--- config.mk ---
export PLATFORM = sky130hd
export DESIGN_NAME = result_streamer
export DESIGN_NICKNAME = d
export VERILOG_FILES = /design/src/rtl/mm_pkg.sv /design/src/rtl/result_fifo.sv /design/src/rtl/result_streamer.sv
export SDC_FILE = /design/constraint.sdc
export NUM_CORES = 1
export LEC_CHECK = 0
export ABC_AREA = 1
export CORE_UTILIZATION = 52
export CTS_CLUSTER_DIAMETER = 50
export CTS_CLUSTER_SIZE = 10
export DETAILED_ROUTE_END_ITERATION = 12
export PLACE_DENSITY = 0.85
export SLEW_MARGIN = 15
export SYNTH_ARGS = -nofsm -noshare
export SYNTH_HDL_FRONTEND = slang
export SYNTH_SLANG_ARGS = --single-unit
--- constraint.sdc ---
create_clock -name CLOCK_50 -period 3 [get_ports CLOCK_50]
set_input_delay 0.45 -clock CLOCK_50 [delete_from_list [all_inputs] [get_ports CLOCK_50]]
set_output_delay 0.45 -clock CLOCK_50 [all_outputs]
set_load 0.005 [all_outputs]
--- src/rtl/mm_pkg.sv ---
// Shared constants and types for the matrix-multiplier result path.
package mm_pkg;
    localparam int MM_ADDR_WIDTH   = 7;
    localparam int MM_RESULT_WIDTH = 24;

    typedef enum logic [1:0] {
        IDLE,
        STREAM,
        CHECK,
        DONE
    } streamer_state_t;
endpackage

--- src/rtl/result_fifo.sv ---
// Two-entry synchronous FIFO that absorbs the one-cycle RAM read latency.
module result_fifo
    import mm_pkg::*;
#(
    parameter int WIDTH = MM_RESULT_WIDTH
) (
    input  logic             gclk,
    input  logic             grst_n,
    input  logic             push,
    input  logic [WIDTH-1:0] push_data,
    input  logic             pop,
    output logic [WIDTH-1:0] head,
    output logic [1:0]       count
);
    logic [1:0][WIDTH-1:0] mem;
    logic                  wr_ptr;
    logic                  rd_ptr;

    always_ff @(posedge gclk) begin
        if (!grst_n) begin
            mem    <= '0;
            wr_ptr <= 1'b0;
            rd_ptr <= 1'b0;
            count  <= 2'd0;
        end else begin
            if (push) begin
                mem[wr_ptr] <= push_data;
                wr_ptr      <= ~wr_ptr;
            end
            if (pop) rd_ptr <= ~rd_ptr;
            case ({push, pop})
                2'b10:   count <= count + 2'd1;
                2'b01:   count <= count - 2'd1;
                default: ;
            endcase
        end
    end

    // Stale entries stay hidden so the stream data reads zero when empty.
    assign head = (count != 2'd0) ? mem[rd_ptr] : '0;
endmodule

--- src/rtl/result_streamer.sv ---
// Drains the result RAM onto a valid/ready stream after end_operation.
// Optional checksum compare: define RESULT_STREAMER_CHECKSUM_EN.
module result_streamer
    import mm_pkg::*;
#(
    parameter int ADDR_WIDTH   = MM_ADDR_WIDTH,
    parameter int RESULT_WIDTH = MM_RESULT_WIDTH,
    parameter int NUM_WORDS    = 128
) (
    input  logic                    CLOCK_50,
    input  logic                    reset,
    input  logic                    start,
    output logic [ADDR_WIDTH-1:0]   rd_addr,
    output logic                    rd_en,
    input  logic [RESULT_WIDTH-1:0] rd_data,
    input  logic [RESULT_WIDTH-1:0] expected_sum,
    output logic [RESULT_WIDTH-1:0] out_data,
    output logic                    out_valid,
    input  logic                    out_ready,
    output logic                    out_last,
    output logic                    busy,
    output logic                    done,
    output logic                    sum_ok
);
    // One extra bit so a full 2**ADDR_WIDTH run is countable.
    localparam int CW = ADDR_WIDTH + 1;
    typedef logic [CW-1:0] cnt_t;
    localparam cnt_t N_WORDS  = cnt_t'(NUM_WORDS);
    localparam cnt_t LAST_IDX = cnt_t'(NUM_WORDS - 1);

    streamer_state_t state_q, state_d;
    cnt_t            rd_cnt;
    cnt_t            beat_cnt;
    logic            inflight;
    logic            pop;
    logic            start_run;
    logic            last_accept;
    logic [1:0]      fifo_count;
    logic [2:0]      occ;

    result_fifo #(.WIDTH(RESULT_WIDTH)) u_fifo (
        .gclk      (CLOCK_50),
        .grst_n    (reset),
        .push      (inflight),
        .push_data (rd_data),
        .pop       (pop),
        .head      (out_data),
        .count     (fifo_count)
    );

    assign pop         = out_valid && out_ready;
    assign occ         = {1'b0, fifo_count} + {2'b00, inflight};
    assign rd_en       = (state_q == STREAM) && (rd_cnt < N_WORDS)
                         && (occ < (3'd2 + {2'b00, pop}));
    assign rd_addr     = rd_cnt[ADDR_WIDTH-1:0];
    assign out_valid   = (fifo_count != 2'd0);
    assign out_last    = out_valid && (beat_cnt == LAST_IDX);
    assign last_accept = pop && out_last;
    assign start_run   = (state_q == IDLE) && start;
    assign busy        = (state_q != IDLE);
    assign done        = (state_q == DONE);

    always_comb begin
        state_d = state_q;
        unique case (state_q)
            IDLE:   if (start) state_d = STREAM;
`ifdef RESULT_STREAMER_CHECKSUM_EN
            STREAM: if (last_accept) state_d = CHECK;
`else
            STREAM: if (last_accept) state_d = DONE;
`endif
            CHECK:  state_d = DONE;
            DONE:   state_d = IDLE;
            default: state_d = IDLE;
        endcase
    end

    always_ff @(posedge CLOCK_50) begin
        if (!reset) begin
            state_q  <= IDLE;
            rd_cnt   <= '0;
            beat_cnt <= '0;
            inflight <= 1'b0;
        end else begin
            state_q  <= state_d;
            inflight <= rd_en;
            if (start_run) begin
                rd_cnt   <= '0;
                beat_cnt <= '0;
            end else begin
                if (rd_en) rd_cnt <= rd_cnt + cnt_t'(1);
                if (pop)   beat_cnt <= beat_cnt + cnt_t'(1);
            end
        end
    end

`ifdef RESULT_STREAMER_CHECKSUM_EN
    logic [RESULT_WIDTH-1:0] acc;
    logic                    sum_ok_q;

    // Accumulator wraps modulo 2**RESULT_WIDTH, matching ResultMatrixSum.
    always_ff @(posedge CLOCK_50) begin
        if (!reset) begin
            acc      <= '0;
            sum_ok_q <= 1'b0;
        end else begin
            if (start_run) begin
                acc      <= '0;
                sum_ok_q <= 1'b0;
            end else if (pop) begin
                acc <= acc + out_data;
            end
            if (state_q == CHECK) sum_ok_q <= (acc == expected_sum);
        end
    end

    assign sum_ok = sum_ok_q;
`else
    logic unused_expected_sum;
    assign unused_expected_sum = ^expected_sum;
    assign sum_ok = 1'b0;
`endif
endmodule

==> metrics.md, run 1 <==
| Metric | Value |
|---|---|
| Mean instance size in the synthesized netlist | `7.09 µm²` |
| Endpoints failing setup | `0` |
| Yosys warning count | `0` |
| Number of buffers on the longest clock path | `2` |
| Weighted congestion at the end of routability-driven global placement | `0.759` |
| FP Rows | `28` |
| Avg WL per Cell | `13.2 µm` |
| Clock network latency to the later pin of the worst-skew pair | `0.35 ns` |
| Slowest cell on the critical path | `sky130_fd_sc_hd__dfxtp_1` |
| H-tree Lvls | `3` |
| Maximum operating frequency | `395 MHz` |
| Reported leakage power | `1.63 nW` |
| Delay of the slowest cell on the worst path | `0.50 ns` |
| Detailed router's first-iteration violation count | `169` |
| Cell type with the highest occurrence count on the critical path | `sky130_fd_sc_hd__ha_1` |
| Category of cells accounting for the largest share of critical-path delay | `buffers and inverters` |
| Flip-flop and latch count after synthesis | `71` |
| Post-CTS Setup Inserts | `0` |
| Hold crit path type | `register to register` |
| Unique masters post-synth | `33` |
| Number of gates given a new drive strength after cts | `0` |
| Clock-pin transition on the worst setup and hold timing paths | `0.07 ns` |
| Maximum fanout encountered on the critical timing path | `8` |
| Cell area power density | `728 mW/mm²` |
| Core Region | `0.00610 mm²` |
| Global-route usage over all layers | `0.253` |
| Die Wd | `82.5 µm` |
| Worst setup slack before clock tree synthesis | `0.629 ns` |
| Final critical path time including I/O delays and setup | `2.53 ns` |
| Antenna violations before repair | `0` |
| Slack of the critical path | `0.468 ns` |
| Number of buffers created by CTS | `9` |
| Hold violation count in the final report | `0` |
| Vias in the first global route | `2983` |
| Result of the run | `finished clean` |
| Top Ports | `89` |
| Post-synthesis instance area | `0.00337 mm²` |
| Number of remaining DRC errors | `0` |
| Detailed placer's ending HPWL | `5150 µm` |
| Vias post-DR | `3157` |
| Number of nets produced by synthesis | `536` |
| Largest net degree at the start of global routing | `53` |
| Die area | `0.00680 mm²` |
| Total clock sinks | `71` |
| Critical path data required time | `2.55 ns` |
| Total negative slack for setup checks | `0 ns` |
| Number of nets in the finished design | `585` |
| Most frequent cells in the layout | `112 x sky130_fd_sc_hd__nor2_1, 86 x sky130_fd_sc_hd__nand2_1, 71 x sky130_fd_sc_hd__dfxtp_1` |
| Class of the most critical setup path | `register to output pin` |
| Clock tree from TritonCTS | `yes` |
| Avg Vias per Cell | `5.23` |
| Actual slew at the worst max-slew pin | `0.847 ns` |
| Y dimension of the die | `82.5 µm` |
| CTS Hold Buffers Added | `0` |
| Initial core utilization | `0.552` |
| Final Cycle Share | `0.844` |
| Final worst clock skew | `0.00450 ns` |
| Worst setup SP type | `register` |
| Layout overhead on the synthesized area | `25.0%` |
| Worst rel slew slack | `0.435` |
| Wire length of the first global-routing pass | `12900 µm` |
| RSZ-0062 raised after global routing | `false` |
| Ant. Diodes | `0` |
| Signal arrival time at the worst endpoint | `2.08 ns` |
| Chain of cells forming the critical path | `ha_1 -> ha_1 -> nand2_4 -> nand2_8 -> clkinv_8 -> clkdlybuf4s50_1` |
| Total grt overflow | `0` |
| FILL cells | `512` |
| Highest ir drop seen on vdd | `0.000495 V` |
| Remaining number of nets flagged by the antenna check after routing | `0` |
| Count of buffers inserted at the top-level ports | `63` |
| Buf+Inv Stages, Crit Path | `2` |
| Gate count after technology mapping | `475` |
| Layout cell share with drive strength beyond 1 | `0.0945` |
| Number of iterations in the first detailed-routing pass | `5` |
| Endpoint kind of the worst setup timing path | `output pin` |
| Total detailed-routing wirelength | `7950 µm` |
| Part of the Yosys area used for sequential elements | `0.422` |
| Most common cell after layout, fill and taps aside | `sky130_fd_sc_hd__nor2_1` |
| Count of final max-slew check failures | `0` |
| Max Cap Viol | `0` |
| Cell chosen for the clock root | `sky130_fd_sc_hd__clkbuf_8` |
==> final timing paths <==
kind / start / end / depth (start not counted) / slack (ns)
max: u_fifo.count[0] / rd_en / 6 / 0.47
max reg2reg: u_fifo.count[0] / u_fifo.count[1] / 5 / 1.06
min reg2reg: rd_cnt[7] / rd_cnt[7] / 2 / 0.49
min: rd_cnt[7] / rd_cnt[7] / 2 / 0.49
==> through the flow <==
step / hold slack (ns) / std cells / total power, mW / util / instance area [µm²]
after floorplan: 0.448 / 475 / 1.85 / - / 3370
after global placement: 0.461 / 588 / 2.16 / 0.652 / 3980
after detailed placement: 0.472 / 588 / 2.20 / 0.652 / 3980
after CTS: 0.487 / 604 / 3.07 / 0.690 / 4210
after global routing: 0.513 / 604 / 3.23 / 0.690 / 4210
final: 0.486 / 604 / 3.06 / 0.690 / 4210
==> layout make-up <==
| type | count | area [µm²] | share of cell area |
|---|---|---|---|
| Clock inverter | 4 | 77.6 | 0.0184 |
| Inverter | 31 | 129 | 0.0306 |
| Tap cell | 75 | 93.8 | 0.0223 |
| Multi-Input combinational cell | 344 | 1670 | 0.397 |
| Timing Repair Buffer | 67 | 661 | 0.157 |
| Sequential cell | 71 | 1420 | 0.338 |
| Clock buffer | 12 | 155 | 0.0369 |
==> Yosys cell counts (all sizes together) <==
| master | number | area (µm²) |
|---|---|---|
| conb | 1 | 3.75 |
| xor2 | 2 | 17.5 |
| nor2 | 116 | 460 |
| dfxtp | 71 | 1420 |
| nand3b | 1 | 7.51 |
| inv | 29 | 109 |
| nand2 | 97 | 420 |
| nor3 | 3 | 26.3 |
| nand4 | 3 | 18.8 |
| clkinv | 2 | 20.0 |
| xnor2 | 2 | 17.5 |
| ha | 9 | 113 |
| nor4 | 2 | 12.5 |
| nand3 | 13 | 70.1 |
| or2 | 2 | 12.5 |
| a21oi | 41 | 231 |
| o21ai | 52 | 260 |
| buf | 14 | 88.8 |
| clkbuf | 15 | 56.3 |
==> where the power goes <==
| part | leakage [nW] | switching, mW | internal (mW) |
|---|---|---|---|
| registers | 0.576 | 0.103 | 1.08 |
| clock network | 0.117 | 0.365 | 0.517 |
| logic | 0.941 | 0.618 | 0.378 |
==> kinds of logic after synthesis <==
family,count (synthesis),share of synthesized area
xor+xnor,4,0.0104
simple gates,237,0.305
compound gates,93,0.146
buf+inv,60,0.0814
other cells,1,0.00111
fa+ha+maj,9,0.0334
flops,71,0.422
==> flip-flops by register name, indices dropped and copies added, names as in the netlist <==
register and cells:
u_fifo.rd_ptr 1, u_fifo.mem 48, rd_cnt 8, beat_cnt 8
inflight 1, state_q 2, u_fifo.wr_ptr 1, u_fifo.count 2
==> worst min-delay path, cell delays in order (launching register included) <==
cell and delay, ns:
sky130_fd_sc_hd__dfxtp_1 0.32, sky130_fd_sc_hd__inv_2 0.07, sky130_fd_sc_hd__a21oi_2 0.05
==> per-layer routing <==
layer,share of wire,vias to the layer above,GRT usage
li1,-,1601,-
met5,0,-,0
met2,0.50,89,0.436
met1,0.44,1463,0.289
met3,0.059,4,0.0791
met4,0.0077,0,0.102
(Power assumes the default switching activity.)
==> inputs of run 2 (changes only) <==
--- a/config.mk
+++ b/config.mk
@@ -6,11 +6,11 @@
 export NUM_CORES = 1
 export LEC_CHECK = 0
 export ABC_AREA = 1
-export CORE_UTILIZATION = 52
+export CORE_UTILIZATION = 44
 export CTS_CLUSTER_DIAMETER = 50
 export CTS_CLUSTER_SIZE = 10
 export DETAILED_ROUTE_END_ITERATION = 12
-export PLACE_DENSITY = 0.85
+export PLACE_DENSITY = 0.76
 export SLEW_MARGIN = 15
 export SYNTH_ARGS = -nofsm -noshare
 export SYNTH_HDL_FRONTEND = slang
==> constraint.sdc (replaced) <==
create_clock -name CLOCK_50 -period 2.3 [get_ports CLOCK_50]
set_input_delay 0.345 -clock CLOCK_50 [delete_from_list [all_inputs] [get_ports CLOCK_50]]
set_output_delay 0.345 -clock CLOCK_50 [all_outputs]
set_load 0.005 [all_outputs]
==> run 2 against run 1 <==
  * Sequential share of layout area fell by 0.74 points
  * Hold slack got worse by 0.0015 ns
  * Cell area rose by 2.6%
  * Clock power rose by 24%
  * Clock skew rose by 0.0067 ns
  * Clock-buffer cell count fell by 2
  * Global-route usage fell by 3.7 points
  * Non-clock buffer count rose by 6
  * Register-to-register slack got worse by 0.49 ns
  * Critical path type unchanged
==> metrics.md, run 2 (synthesized netlist as in run 1, its figures left out) <==
| Metric | Value |
|---|---|
| Number of instances on the worst hold path | `2 (unchanged)` |
| Remaining number of nets flagged by the antenna check after routing | `0 (unchanged)` |
| Instance count after placement with tap cells included | `616 (+4.8%)` |
| End point of the worst hold path | `beat_cnt[2]` |
| Final Cycle Share | `0.941` |
| Count of final max-slew check failures | `0 (unchanged)` |
| Final critical path time including I/O delays and setup | `2.17 ns` |
| Number of buffers on the longest clock path | `2 (unchanged)` |
| Endpoint of the worst-slack reg-to-reg timing path | `u_fifo.count[1]` |
| Endpoint kind of the worst setup timing path | `output pin` |
| Core Region | `0.00733 mm² (+20%)` |
| Result of the run | `finished clean` |
| Cell area power density | `938 mW/mm² (+29%)` |
| Cells on worst reg2reg path | `6 (+1)` |
| Endpoints failing setup | `0 (unchanged)` |
| Actual slew at the worst max-slew pin | `0.856 ns (+0.00931 ns)` |
| Final worst clock skew | `0.0112 ns (+0.00666 ns)` |
| H-tree Lvls | `3 (unchanged)` |
| Slowest cell on the critical path | `sky130_fd_sc_hd__clkdlybuf4s50_1` |
| Clock network latency to the later pin of the worst-skew pair | `0.34 ns (about the same)` |
| Most common cell after layout, fill and taps aside | `sky130_fd_sc_hd__nor2_1` |
| Avg Vias per Cell | `5.00 (-4.3%)` |
| Worst setup SP type | `register` |
| Final Instance Count excl. Fillers | `634 (+5.0%)` |
| Signal arrival time at the worst endpoint | `1.82 ns (-0.26 ns)` |
| FP Rows | `31 (+11%)` |
| Vias post-DR | `3172 (+0.48%)` |
| Largest net degree at the start of global routing | `46 (-13%)` |
| Layout overhead on the synthesized area | `28.3%` |
| Slack of the critical path | `0.135 ns (-0.333 ns)` |
| Max Cap Viol | `0 (unchanged)` |
| Final core utilization | `0.589 (-0.101)` |
| Total grt overflow | `0 (unchanged)` |
| Buf+Inv Stages, Crit Path | `2 (unchanged)` |
| Chain of cells forming the critical path | `buf_6 -> nand2_1 -> a21oi_1 -> clkdlybuf4s50_1` |
| Maximum fanout encountered on the critical timing path | `21 (+13)` |
| Antenna violations before repair | `0 (unchanged)` |
| CTS Hold Buffers Added | `0 (unchanged)` |
| Number of remaining DRC errors | `0 (unchanged)` |
| Hold crit path type | `register to register` |
| Y dimension of the die | `89.5 µm (+8.5%)` |
| Detailed placer's ending HPWL | `5170 µm (+0.47%)` |
| Number of iterations in the first detailed-routing pass | `4 (-1)` |
| Die Wd | `89.5 µm (+8.5%)` |
| Count of buffers inserted at the top-level ports | `63 (unchanged)` |
| Clock tree from TritonCTS | `yes` |
| Initial core utilization | `0.459 (-0.0930)` |
| Total detailed-routing wirelength | `8000 µm (+0.59%)` |
| Category of cells accounting for the largest share of critical-path delay | `buffers and inverters` |
| Cell chosen for the clock root | `sky130_fd_sc_hd__clkbuf_8` |
| Class of the most critical setup path | `register to output pin` |
| Worst setup slack before clock tree synthesis | `0.222 ns (-0.407 ns)` |
| Reported leakage power | `1.68 nW (+2.9%)` |
| Global-route usage over all layers | `0.216 (-0.0367)` |
| Hold Startpoint | `beat_cnt[2]` |
| Die area | `0.00801 mm² (+18%)` |
| Register containing the most flip-flops in the final layout | `u_fifo.mem` |
| Avg WL per Cell | `12.6 µm (-4.2%)` |
| Layout cell share with drive strength beyond 1 | `0.114 (+0.0195)` |
| Delay of the slowest cell on the worst path | `0.54 ns (+0.04 ns)` |
| Total clock sinks | `71 (unchanged)` |
| Register-to-Register Setup Slack | `0.57 ns (-0.49 ns)` |
| Top Ports | `89 (unchanged)` |
| Maximum operating frequency | `462 MHz` |
| RSZ-0062 raised after global routing | `false` |
| Startpoint of the lowest-slack register-to-register path | `u_fifo.count[0]` |
| Detailed router's first-iteration violation count | `130 (-23%)` |
| Highest ir drop seen on vdd | `0.000581 V (+17%)` |
| Ant. Diodes | `0 (unchanged)` |
| Vias in the first global route | `2967 (-0.54%)` |
| Worst rel slew slack | `0.428 (-0.00622)` |
| Number of nets in the finished design | `591 (+1.0%)` |
| Clock-pin transition on the worst setup and hold timing paths | `0.08 ns (about the same)` |
| FILL cells | `652 (+27%)` |
| Wire length of the first global-routing pass | `13300 µm (+3.2%)` |
| Number of buffers created by CTS | `9 (unchanged)` |
| Registers with the highest flip-flop counts | `u_fifo.mem: 48 flops, beat_cnt: 8 flops, rd_cnt: 8 flops` |
| Most frequent cells in the layout | `112 x sky130_fd_sc_hd__nor2_1, 86 x sky130_fd_sc_hd__nand2_1, 69 x sky130_fd_sc_hd__dfxtp_1` |
| Weighted congestion at the end of routability-driven global placement | `0.756 (-0.42%)` |
| Number of flip-flops in the largest register | `48 (unchanged)` |
| Critical path data required time | `1.96 ns (-0.59 ns)` |
| Hold violation count in the final report | `0 (unchanged)` |
==> run 2: what timing repair did <==
action	in CTS	in global routing
pin swaps	2	1
setup endpoints to repair	2	7
gates resized for setup	2	6
buffers inserted	1	1
==> run 2: per-layer routing <==
metal  up-vias  wire length [µm]  GRT usage
met1      1468              3470      0.268
met4         0                87     0.0635
met3        10               416     0.0452
met2        81              4030      0.377
met5         -                 0          0
li1       1613                 -          -
==> run 2: final cells by class <==
cell class,count,area [µm²],share of cell area
flip-flops and latches,71,1430,0.330
clock inverters,6,83.8,0.0194
inverters,31,129,0.0298
well taps,99,124,0.0287
repair buffers,73,728,0.169
clock buffers,10,138,0.0319
multi-input cells,344,1690,0.391
==> run 2: stage by stage <==
step | hold slack, ns | power (mW) | TNS, ns | area [µm²]
2_1_floorplan | 0.448 | 2.41 | 0 | 3370
3_3_place_gp | 0.463 | 2.89 | 0 | 4050
3_5_place_dp | 0.473 | 2.93 | 0 | 4050
4_1_cts | 0.486 | 4.04 | -0.0331 | 4280
5_1_grt | 0.503 | 4.32 | 0 | 4320
6_report | 0.485 | 4.05 | 0 | 4320
==> run 2: where the power goes <==
part / total (mW) / internal, mW / switching, mW
Clock: 1.09 / 0.636 / 0.457
Combinational: 1.40 / 0.566 / 0.832
Sequential: 1.56 / 1.42 / 0.144
Total: 4.05 / 2.62 / 1.43
==> run 2: worst register-to-register path, cell delays in order, from the launching register on <==
cell and delay, ns:
sky130_fd_sc_hd__dfxtp_4 0.38, sky130_fd_sc_hd__nor2_4 0.19, sky130_fd_sc_hd__buf_12 0.21, sky130_fd_sc_hd__nor2_4 0.08, sky130_fd_sc_hd__ha_1 0.29, sky130_fd_sc_hd__nor4_1 0.36, sky130_fd_sc_hd__nor3_1 0.10
==> run 2: how the worst max path moves through the flow <==
stage | from | to | depth (start not counted)
2_1_floorplan | u_fifo.count[0] | rd_en | 5
3_3_place_gp | out_ready | rd_en | 6
5_1_grt | u_fifo.rd_ptr | out_data[21] | 5
4_1_cts | u_fifo.count[0] | rd_en | 6
3_5_place_dp | u_fifo.count[0] | rd_en | 6
6_report | u_fifo.rd_ptr | out_data[21] | 4
==> variant 1, RTL diff (settings of run 2) <==
Compare `beat_cnt` against `LAST_IDX` with >= in place of ==.
--- a/src/rtl/result_streamer.sv
+++ b/src/rtl/result_streamer.sv
@@ -54,7 +54,7 @@
                          && (occ < (3'd2 + {2'b00, pop}));
     assign rd_addr     = rd_cnt[ADDR_WIDTH-1:0];
     assign out_valid   = (fifo_count != 2'd0);
-    assign out_last    = out_valid && (beat_cnt == LAST_IDX);
+    assign out_last    = out_valid && (beat_cnt >= LAST_IDX);
     assign last_accept = pop && out_last;
     assign start_run   = (state_q == IDLE) && start;
     assign busy        = (state_q != IDLE);
Check against the original RTL: no difference found for any inputs over 10 cycles, from zero or initial values and one cycle with reset low; that may be too few to reach the edited logic, so the function may still have changed.
==> variant 1 against run 2 <==
Utilization up 0.87 points. Wire length down 8.0%. Sequential cell count did not move. Clock power fell by 20%. Worst hold slack worse by 8.7 ps. Non-clock buffer count rose by 1. Via count down 4.6%. Setup slack worse by 69 ps. Area after synthesis decreased by 4.0%. Cell area down 3.9%. Total power fell by 8.9%. Critical endpoint is now out_data[23].
==> variant 1: results (changes against run 2) <==
DRT iter0 DRCs - 182 (+40%)
Nets - 570 (-3.6%)
Vias - 3025 (-4.6%)
Leakage power - 1.859 nW (+11%)
Met2 wire length - 3635 um (-9.7%)
Hold Path End - u_fifo.rd_ptr
Worst Setup EP - out_data[23]
Wl on met1 - 3362 um (-3.1%)
Skew final - 9.131 ps (-2.028 ps)
Met3 Use GR - 3.205% (-1.3 points)
First-pass GRT wire length - 12450 um (-6.4%)
Ranking of synthesized cells by area - dfxtp_1 44%, nor2_1 13%, nand2_1 9.2%, o21ai_0 8.7%, a21oi_1 5.7%
Critical hold path startpoint - u_fifo.rd_ptr
Global Route Usage Sum - 20.85% (-0.74 points)
Layout cells sized above 1 - 10.12% (-1.3 points)
DR WL/cell - 12.07 um (-4.3%)
R2R setup slack - 670 ps (+100 ps)
Worst EP arrival - 1890 ps (+70 ps)
Vias in the first global route - 2846 (-4.1%)
Met3 WL - 243 um (-42%)
Post-DP Area - 3880 um2 (-4.2%)
Post-Synthesis Cells - 455 (-4.2%)
GRT met2 Usage - 36.79% (-0.90 points)
Grt met1 use - 24.88% (-1.9 points)
Peak VDD IR - 0.0003495 V (-40%)
Syn_nets - 516 (-3.7%)
Run status - completed
Critical path's slowest cell - clkdlybuf4s50_1
FFs w/ async S/R, synth - 0% (unchanged)
Crit Path Max Fanout - 7 (-67%)
Fmax - 447.5 MHz (-3.1%)
Post-DP HPWL - 4777 um (-7.6%)
Internal Power - 2.350 mW (-10%)
Largest net degree at the start of global routing - 54 (+17%)
WHS - 476.1 ps (-8.728 ps)
Yosys cell types - 28 (-15%)
# placed instances - 591 (-4.1%)
Clk pwr - 0.870 mW (-20%)
Sequential area share after synthesis - 43.98% (+1.8 points)
Vias/cell - 4.959 (-0.88%)
Worst slack, placed - 178.7 ps (-43.30 ps)
Max-slew headroom - 45.21% (+2.4 points)
Worst-path clk slew - 80 ps (about the same)
Reg2reg path depth - 9 (+3)
Start point of the critical path - u_fifo.count[1]
NetSw - 1.343 mW (-6.3%)
Placer Congestion - 0.7869 (+4.1%)
==> variant 1: cell types whose count changed after synthesis, moves of 2 or more <==
cell / delta
a21oi_1: +3
buf_2: +2
inv_1: -4
inv_2: -3
nand2_1: -7
nand2_2: -7
nand3_1: -4
nor2_4: -2
nor4_1: -2
o21ai_0: +6
o21ai_1: -2
o21bai_1: +2
==> variant 1: layout make-up <==
class	instances	area [um2]
timing repair buffer	74	765.7
fill	635	2793
inverter	24	98.84
tap	96	120.1
sequential	71	1429
clock inverter	7	48.80
clock buffer	9	123.9
multi-input combinational	329	1565
==> variant 1: cells by family after synthesis <==
group	synth area share [%]
buffers and inverters	7.975
AND/OR/NAND/NOR	26.06
flip-flops	43.98
other	0.1160
adder cells (fa/ha/maj)	3.484
XOR/XNOR	1.355
AO/OA/AOI/OAI	17.03
==> variant 1: repair_timing <==
item | in CTS | in global routing
hold endpoints to repair | 0 | 0
hold buffers | 0 | 0
setup endpoints to repair | 16 | 20
buffers inserted | 3 | 0
gates resized for setup | 4 | 26
==> variant 2, RTL diff (config.mk and constraints of run 2) <==
Without the edit above. Add a define of `RESULT_STREAMER_CHECKSUM_EN`.
--- a/src/rtl/result_streamer.sv
+++ b/src/rtl/result_streamer.sv
@@ -1,5 +1,7 @@
 // Drains the result RAM onto a valid/ready stream after end_operation.
 // Optional checksum compare: define RESULT_STREAMER_CHECKSUM_EN.
+`define RESULT_STREAMER_CHECKSUM_EN
+
 module result_streamer
     import mm_pkg::*;
 #(
Behaviour: same outputs for any inputs over 10 cycles, from zero or initial values and one cycle with reset low; that may be too few to reach the edited logic, so the function may still have changed.
==> variant 2 against run 2 <==
The run now ends with setup timing left. Cell area increased by 98%. Non-clock buffer count increased by 104. Sequential cell count increased by 25. Count of clock-buffer cells in the layout increased by 2. Wire length increased by 140%. Die area increased by 79%. Setup slack got worse by 150 ps. Area after synthesis increased by 81%. Total power increased by 64%. Highest routed layer unchanged.
==> variant 2: results (changes against run 2) <==
ClkCell Share - 3.542% (-1.6 points)
Non-filler cells, final - 1321 (+110%)
Pre-antenna DRT Iters - 5 (+1)
Worst Setup EP - acc[18]
Run status - finished, violations left
GRT met2 Usage - 43.21% (+5.5 points)
Worst slack, placed - -159.0 ps (-381.1 ps)
Skew final - 6.806 ps (-4.354 ps)
Total power - 6.643 mW (+64%)
Setup TNS - -10.48 ps (-10.48 ps)
Leakage power - 3.890 nW (+130%)
Layout non-clock buf frac - 18.76% (+1.9 points)
First-pass GRT wire length - 29250 um (+120%)
Failing checks - setup timing
Top cells by count, synth - 251 x nand2_1, 162 x nor2_1, 143 x inv_1
Layout cells sized above 1 - 19.30% (+7.9 points)
Multi-input combinational area share - 46.16% (+7.0 points)
Met2 wire length - 9136 um (+130%)
Vias/cell - 5.167 (+3.3%)
Start point of the critical path - u_fifo.count[0]
Clock buffers - 12 (+2)
Nets - 1226 (+110%)
Met3 WL - 1208 um (+190%)
Xor/xnor cell area share of the yosys netlist - 2.153% (+1.1 points)
Largest net degree at the start of global routing - 39 (-15%)
Vias in the first global route - 5921 (+100%)
Buffers excl. clock - 177 (+140%)
Global Route Usage Sum - 26.37% (+4.8 points)
Max-slew headroom - 44.14% (+1.3 points)
Post-Synthesis Cells - 989 (+110%)
Critical hold path startpoint - beat_cnt[7]
Clk_lat worst skew - 360 ps (+20 ps)
Grt met1 use - 34.43% (+7.6 points)
Post-synthesis compound-gate area fraction - 13.39% (-1.2 points)
Met3 Use GR - 4.848% (+0.32 points)
Fraction of area in registers - 22.54% (-10 points)
Sequential area share after synthesis - 31.49% (-11 points)
Post-DP HPWL - 14030 um (+170%)
Critical path's slowest cell - dfxtp_2
Final setup violation count - 1 (+1)
Clk pwr - 1.55 mW (+42%)
Syn_nets - 1075 (+100%)
Reg2reg path depth - 15 (+9)
Fin worst setup slack - -10.48 ps (-145.1 ps)
Worst path max stage delay - 330 ps (-210 ps)
Multi-input gates - 710 (+110%)
CP delay by family, top - simple AND/OR/NAND/NOR gates
Internal Power - 4.086 mW (+56%)
Number of synthesized register bits - 96 (+35%)
FILL cells - 1176 (+80%)
Peak VDD IR - 0.0006401 V (+10%)
variant 2: changes by cell type in the layout (fill, tap and decap cells not counted), sizes merged, moves of 25 or more:
cell / change
a21oi: +29
buf: +78
dfxtp: +25
inv: +117
nand2: +157
nand3: +38
nor2: +49
variant 2: timing repair:
| item | 4_1_cts | 5_1_grt |
|---|---|---|
| endpoints found under the setup margin | 18 | 22 |
| resized for setup | 15 | 98 |
| gates cloned | 0 | 1 |
| setup buffers | 3 | 3 |
| hold buffers | 0 | 0 |
| pin swaps | 2 | 24 |
variant 2: kinds of logic (layout without fill, tap and decap cells):
family                     Yosys count  after routing
and+or+nand+nor                    504            504
buffers and inverters              183            339
AOI/OAI and AO/OA                  157            157
DFF                                 96             96
adders and majority gates           34             34
xor gates and xnor gates            15             15
variant 2: per-stage QoR:
step	hold WS (ps)	area (um2)
after floorplan	435.4	6113
final	476.0	8549
after global routing	484.9	8549
after detailed placement	467.1	7677
after CTS	474.2	8038
after global placement	454.6	7677
